File: src/rtl/round_robin_arbiter_pkg.sv
// Shared definitions for the round-robin arbiter: FSM state encoding and a
// constant clog2 used to size the grant index.
package round_robin_arbiter_pkg;

  typedef enum logic {
    ST_IDLE  = 1'b0,
    ST_GRANT = 1'b1
  } arb_state_e;

  // Ceiling log2 for elaboration-time sizing; returns at least 1 so a
  // two-requester arbiter still gets a one-bit index.
  function automatic int arb_clog2(input int value);
    int result;
    result = 0;
    for (int v = value - 1; v > 0; v = v >> 1) begin
      result = result + 1;
    end
    if (result < 1) begin
      result = 1;
    end
    return result;
  endfunction

endpackage

File: src/rtl/round_robin_arbiter_priority_encoder.sv
// Combinational round-robin search: rotate requests so the pointer sits at
// bit 0, find the lowest set bit, then map the position back to a real index.
module rr_priority_encoder
  import round_robin_arbiter_pkg::*;
#(
  parameter int NUM_REQUESTS = 8,
  parameter int INDEX_WIDTH  = arb_clog2(NUM_REQUESTS)
) (
  input  logic [NUM_REQUESTS-1:0] request_in,
  input  logic [INDEX_WIDTH-1:0]  pointer_in,
  output logic [NUM_REQUESTS-1:0] winner_onehot_out,
  output logic [INDEX_WIDTH-1:0]  winner_index_out,
  output logic                    any_request_out
);

  localparam logic [INDEX_WIDTH:0] NUM_W = (INDEX_WIDTH + 1)'(NUM_REQUESTS);

  logic [2*NUM_REQUESTS-1:0] doubled;
  logic [NUM_REQUESTS-1:0]   rotated;
  logic [INDEX_WIDTH-1:0]    rot_index;
  logic [INDEX_WIDTH:0]      sum;
  logic                      found;

  always_comb begin
    doubled   = {request_in, request_in};
    rotated   = doubled[pointer_in +: NUM_REQUESTS];
    found     = 1'b0;
    rot_index = '0;
    for (int k = 0; k < NUM_REQUESTS; k++) begin
      if (!found && rotated[k]) begin
        found     = 1'b1;
        rot_index = INDEX_WIDTH'(k);
      end
    end

    // Un-rotate: position k in the rotated view is real index (P + k) mod N.
    sum = {1'b0, rot_index} + {1'b0, pointer_in};
    if (sum >= NUM_W) begin
      sum = sum - NUM_W;
    end

    any_request_out   = found;
    winner_index_out  = found ? sum[INDEX_WIDTH-1:0] : '0;
    winner_onehot_out = found ? (NUM_REQUESTS'(1) << winner_index_out) : '0;
  end

endmodule

File: src/rtl/round_robin_arbiter.sv
// Round-robin arbiter with registered valid/ready grant output. Optional
// burst ownership via lock_in is compiled in when ARB_GRANT_LOCK_EN is defined.
module round_robin_arbiter
  import round_robin_arbiter_pkg::*;
#(
  parameter int NUM_REQUESTS = 8,
  parameter int INDEX_WIDTH  = arb_clog2(NUM_REQUESTS)
) (
  input  logic                    clk_in,
  input  logic                    reset_n_in,
  input  logic [NUM_REQUESTS-1:0] request_in,
  input  logic                    grant_ready_in,
`ifdef ARB_GRANT_LOCK_EN
  input  logic                    lock_in,
`endif
  output logic                    grant_valid_out,
  output logic [NUM_REQUESTS-1:0] grant_onehot_out,
  output logic [INDEX_WIDTH-1:0]  grant_index_out,
  output logic                    state_dbg_out
);

  localparam logic [INDEX_WIDTH-1:0] LAST_INDEX = INDEX_WIDTH'(NUM_REQUESTS - 1);

  arb_state_e               state_q, state_d;
  logic [INDEX_WIDTH-1:0]   ptr_q, ptr_d;
  logic [NUM_REQUESTS-1:0]  onehot_q, onehot_d;
  logic [INDEX_WIDTH-1:0]   index_q, index_d;

  logic                     accept;
  logic                     hold_owner;
  logic [INDEX_WIDTH-1:0]   succ_ptr;
  logic [INDEX_WIDTH-1:0]   enc_ptr;
  logic [NUM_REQUESTS-1:0]  win_onehot;
  logic [INDEX_WIDTH-1:0]   win_index;
  logic                     win_any;

  // Handshake: a grant is presented while grant_valid_out is high and is held
  // unchanged until the cycle where grant_ready_in is also high (acceptance);
  // grant_ready_in has no effect while grant_valid_out is low.
  always_comb begin
    accept   = (state_q == ST_GRANT) && grant_ready_in;
    succ_ptr = (index_q == LAST_INDEX) ? '0 : index_q + INDEX_WIDTH'(1);
    // Arbitrating on an acceptance edge must already see the advanced pointer.
    enc_ptr  = (state_q == ST_GRANT) ? succ_ptr : ptr_q;
`ifdef ARB_GRANT_LOCK_EN
    hold_owner = accept && lock_in && |(request_in & onehot_q);
`else
    hold_owner = 1'b0;
`endif
  end

  rr_priority_encoder #(
    .NUM_REQUESTS (NUM_REQUESTS),
    .INDEX_WIDTH  (INDEX_WIDTH)
  ) u_encoder (
    .request_in        (request_in),
    .pointer_in        (enc_ptr),
    .winner_onehot_out (win_onehot),
    .winner_index_out  (win_index),
    .any_request_out   (win_any)
  );

  always_comb begin
    state_d  = state_q;
    ptr_d    = ptr_q;
    onehot_d = onehot_q;
    index_d  = index_q;
    case (state_q)
      ST_IDLE: begin
        if (win_any) begin
          state_d  = ST_GRANT;
          onehot_d = win_onehot;
          index_d  = win_index;
        end
      end
      ST_GRANT: begin
        if (accept && !hold_owner) begin
          ptr_d = succ_ptr;
          if (win_any) begin
            onehot_d = win_onehot;
            index_d  = win_index;
          end else begin
            state_d  = ST_IDLE;
            onehot_d = '0;
            index_d  = '0;
          end
        end
      end
      default: begin
        state_d  = ST_IDLE;
        onehot_d = '0;
        index_d  = '0;
      end
    endcase
  end

  always_ff @(posedge clk_in or negedge reset_n_in) begin
    if (!reset_n_in) begin
      state_q  <= ST_IDLE;
      ptr_q    <= '0;
      onehot_q <= '0;
      index_q  <= '0;
    end else begin
      state_q  <= state_d;
      ptr_q    <= ptr_d;
      onehot_q <= onehot_d;
      index_q  <= index_d;
    end
  end

  assign grant_valid_out  = (state_q == ST_GRANT);
  assign grant_onehot_out = onehot_q;
  assign grant_index_out  = index_q;
  assign state_dbg_out    = state_q;

endmodule

File: config.mk
export PLATFORM = sky130hd
export DESIGN_NAME = round_robin_arbiter
export DESIGN_NICKNAME = d
export VERILOG_FILES = /design/src/rtl/round_robin_arbiter_pkg.sv /design/src/rtl/round_robin_arbiter_priority_encoder.sv /design/src/rtl/round_robin_arbiter.sv
export SDC_FILE = /design/constraint.sdc
export NUM_CORES = 1
export LEC_CHECK = 0
export ABC_AREA = 1
export BUFFER_PORTS_ARGS = -buffer_cell sky130_fd_sc_hd__buf_2
export CAP_MARGIN = 30
export CORE_MARGIN = 2
export CORE_UTILIZATION = 46
export CTS_CLUSTER_SIZE = 40
export DETAILED_ROUTE_END_ITERATION = 8
export HOLD_SLACK_MARGIN = 0.1
export PLACE_DENSITY = 0.68
export SETUP_SLACK_MARGIN = 0.1
export SYNTH_ARGS = -nofsm -noshare
export SYNTH_HDL_FRONTEND = slang
export SYNTH_SLANG_ARGS = --single-unit
File: constraint.sdc
create_clock -name clk_in -period 5.7 [get_ports clk_in]
set_input_delay 0.57 -clock clk_in [delete_from_list [all_inputs] [get_ports clk_in]]
set_output_delay 0.57 -clock clk_in [all_outputs]
set_load 0.1 [all_outputs]
==> results.json <==
{
  "synth_top_family_by_area": "simple AND/OR/NAND/NOR gates",
  "finalCriticalPeriod_ns": 3.62,
  "ctsHoldBuffers": 0,
  "drt-wirelength-per-cell_um": 13.2,
  "worstMarginPinSlew_ns": 0.606,
  "grt_pass1_wl_um": 5110,
  "outcome": "complete, but fails checks",
  "synthAdderAreaFrac": 0.0419,
  "crit_slowest_cell": "dfrtp_1",
  "synth_cell_type_count": 34,
  "final.setup.tns_ns": 0,
  "drt_iter0_markers": 68,
  "grt_max_degree": 16,
  "grt_remaining_overflow": 0,
  "die-area_um2": 3440,
  "cts_root_buffer": "clkbuf_4",
  "ys_seq_elements": 15,
  "cts_buffers": 3,
  "worstHoldPathType": "input pin to async pin",
  "n_antenna_cell": 0,
  "first_global_vias": 1157,
  "io_buffer_count": 23,
  "synth_compound_area_frac": 0.0983,
  "clk_latency_ns": 0.29,
  "synth.avg_cell_area_um2": 7.77,
  "cts_buffer_depth": 2,
  "muxShareOfSynthArea": 0,
  "finalSetupViolCount": 0,
  "syn_to_final_growth_pct": 10.3,
  "post_synth_xor_area_fraction": 0.00637,
  "io_pins": 24,
  "viasPerCell": 5.55,
  "globalplace.congestion": 0.814,
  "rsz0062_at_grt": "no",
  "async_flop_share": 1.00,
  "clock_skew_ns": 0.00213,
  "synth_seq_area_share": 0.273,
  "wl_um": 3060,
  "crit_buf_inv": 0,
  "arrival_ns": 3.80,
  "finalHoldViolCount": 0,
  "syn_inst": 177,
  "synthSimpleGateAreaFrac": 0.503,
  "synth_largest_area_cell": "dfrtp_1",
  "slew_headroom": 0.596,
  "die_h_um": 58.7,
  "end_kind": "flop",
  "max_stage_delay_ns": 0.44,
  "dpl.hpwl_um": 2480,
  "grt_util_all_layers": 0.194,
  "fp.dieW_um": 58.7,
  "drv_cap": 0,
  "cts_tree": "yes",
  "cp.required_ns": 5.88,
  "nNetsFinal": 217,
  "cp_cell_sequence": "ha_1 -> ha_1 -> nor2_2 -> nand2_4 -> nand2_8 -> nand2_1 -> nand3_1 -> nand3_1 -> nand2_2 -> nor2_4 -> nand2_1 -> nor2_1 -> nand4_1 -> o221ai_1 -> ha_1 -> fa_1 -> xnor2_1 -> nand3_1 -> nand2_2 -> nand2_2 -> nand2_1 -> nand2_1",
  "cts_resized": 0,
  "start_util": 0.490,
  "synth_area_leaders": "dfrtp_1 (27%), nand3_1 (14%), nand2_2 (11%)",
  "antenna_left": 0,
  "yosysMostFrequentCell": "nand3_1",
  "antenna_found_initial": 0,
  "violations": "design-rule violations",
  "vias": 1287,
  "fmax_mhz": 276,
  "period_share": 0.635,
  "clock_sinks": 15,
  "syn-num-nets": 192,
  "yosys_warnings": 0,
  "h-tree-depth": 1,
  "ys.flop_type": "dfrtp_1",
  "core-area_um2": 2810,
  "drive_gt1_frac": 0.368,
  "crit_top_cell": "nand2_1",
  "synth_top_area_share": 0.273,
  "nFillCells": 272,
  "dr.pass1.iters": 6,
  "crit_fanout": 9,
  "synth_common_cells": "nand3_1 (38), nand2_1 (35), nand2_2 (24)",
  "crit_family": "simple AND/OR/NAND/NOR gates",
  "clkTransAtPathRegs_ns": 0.09,
  "drv_slew": 0,
  "rows": 19,
  "synth_edf_count": 0,
  "postCtsSetupBuffers": 0,
  "synth_area_um2": 1380,
  "start_kind": "flop",
  "critPathKind": "flop to flop",
  "drc": 2
}
[layer usage]
metal	global-route usage	routed length [µm]
met3	0.0198	108
met1	0.248	1430
met2	0.334	1500
met4	0.0779	25
met5	0	0
[layout make-up]
cell class / instances / area (µm²) / share of cell area
sequential: 15 / 375 / 0.248
timing repair buffer: 23 / 115 / 0.0759
multi-input combinational: 143 / 893 / 0.589
tap: 31 / 38.8 / 0.0256
inverter: 16 / 67.6 / 0.0446
clock buffer: 4 / 26.3 / 0.0173
[registers in the layout, indices dropped and copies added (netlist names)]
register          cells
grant_onehot_out      8
grant_index_out       3
ptr_q                 3
grant_valid_out       1
[path summary, 6_finish.rpt]
check	from	to	slack (ns)	cells past startpoint
worst max-delay path	grant_index_out[0]	grant_onehot_out[2]	2.08	22
worst min-delay path	reset_n_in	ptr_q[2]	0.17	1
worst max register to register	grant_index_out[0]	grant_onehot_out[2]	2.08	22
worst min register to register	grant_onehot_out[1]	grant_onehot_out[1]	0.49	2
max in group asynchronous	reset_n_in	grant_onehot_out[7]	5.28	1
min in group clk_in	grant_onehot_out[1]	grant_onehot_out[1]	0.49	2
[placed cells by master, fill, tap and decap left out]
master / count
o21ai_4: 2
dfrtp_1: 15
inv_1: 10
nand4_2: 1
o21ai_2: 2
nand3_4: 1
a41oi_1: 1
nand2_1: 35
clkbuf_1: 1
inv_2: 4
nor2_4: 3
o21ai_0: 3
nand4_1: 1
o21ai_1: 2
clkbuf_4: 3
fa_1: 1
xnor2_1: 1
nor2_2: 2
nand2_8: 2
inv_4: 1
nand3b_1: 3
buf_2: 23
nand3_2: 3
a31oi_1: 1
a21oi_1: 1
nand2_2: 24
nor2_1: 6
o311ai_0: 1
inv_6: 1
ha_1: 3
nand2_4: 2
o31ai_1: 3
nand3_1: 38
o221ai_1: 1
[worst reg2reg max path: stages, from the launching register on]
cell and delay (ns):
dfrtp_1 0.44, ha_1 0.23, ha_1 0.21, nor2_2 0.18
nand2_4 0.13, nand2_8 0.14, nand2_1 0.07, nand3_1 0.11
nand3_1 0.14, nand2_2 0.11, nor2_4 0.04, nand2_1 0.11
nor2_1 0.06, nand4_1 0.13, o221ai_1 0.15, ha_1 0.22
fa_1 0.38, xnor2_1 0.22, nand3_1 0.12, nand2_2 0.15
nand2_2 0.08, nand2_1 0.06, nand2_1 0.05
[cell families (layout without fill, tap and decap cells)]
group | after synthesis | in the layout
adder cells (fa/ha/maj) | 4 | 4
XOR/XNOR | 1 | 1
buffers and inverters | 19 | 43
AND/OR/NAND/NOR | 121 | 121
flip-flops | 15 | 15
AO/OA/AOI/OAI | 17 | 17
[through the flow]
step	setup slack [ns]	cells	utilization	cell area [µm²]	hold WS [ns]
after CTS	2.14	232	0.541	1520	0.176
after detailed placement	2.16	228	0.531	1490	0.473
after global routing	1.81	232	0.541	1520	0.186
after global placement	2.33	228	0.531	1490	0.469
after floorplan	2.00	177	-	1380	0.274
final	2.08	232	0.541	1520	0.170
Power is left out: the tool's default activity adds up to more than one toggle a clock period on the data nets, which glitch-free logic cannot reach.
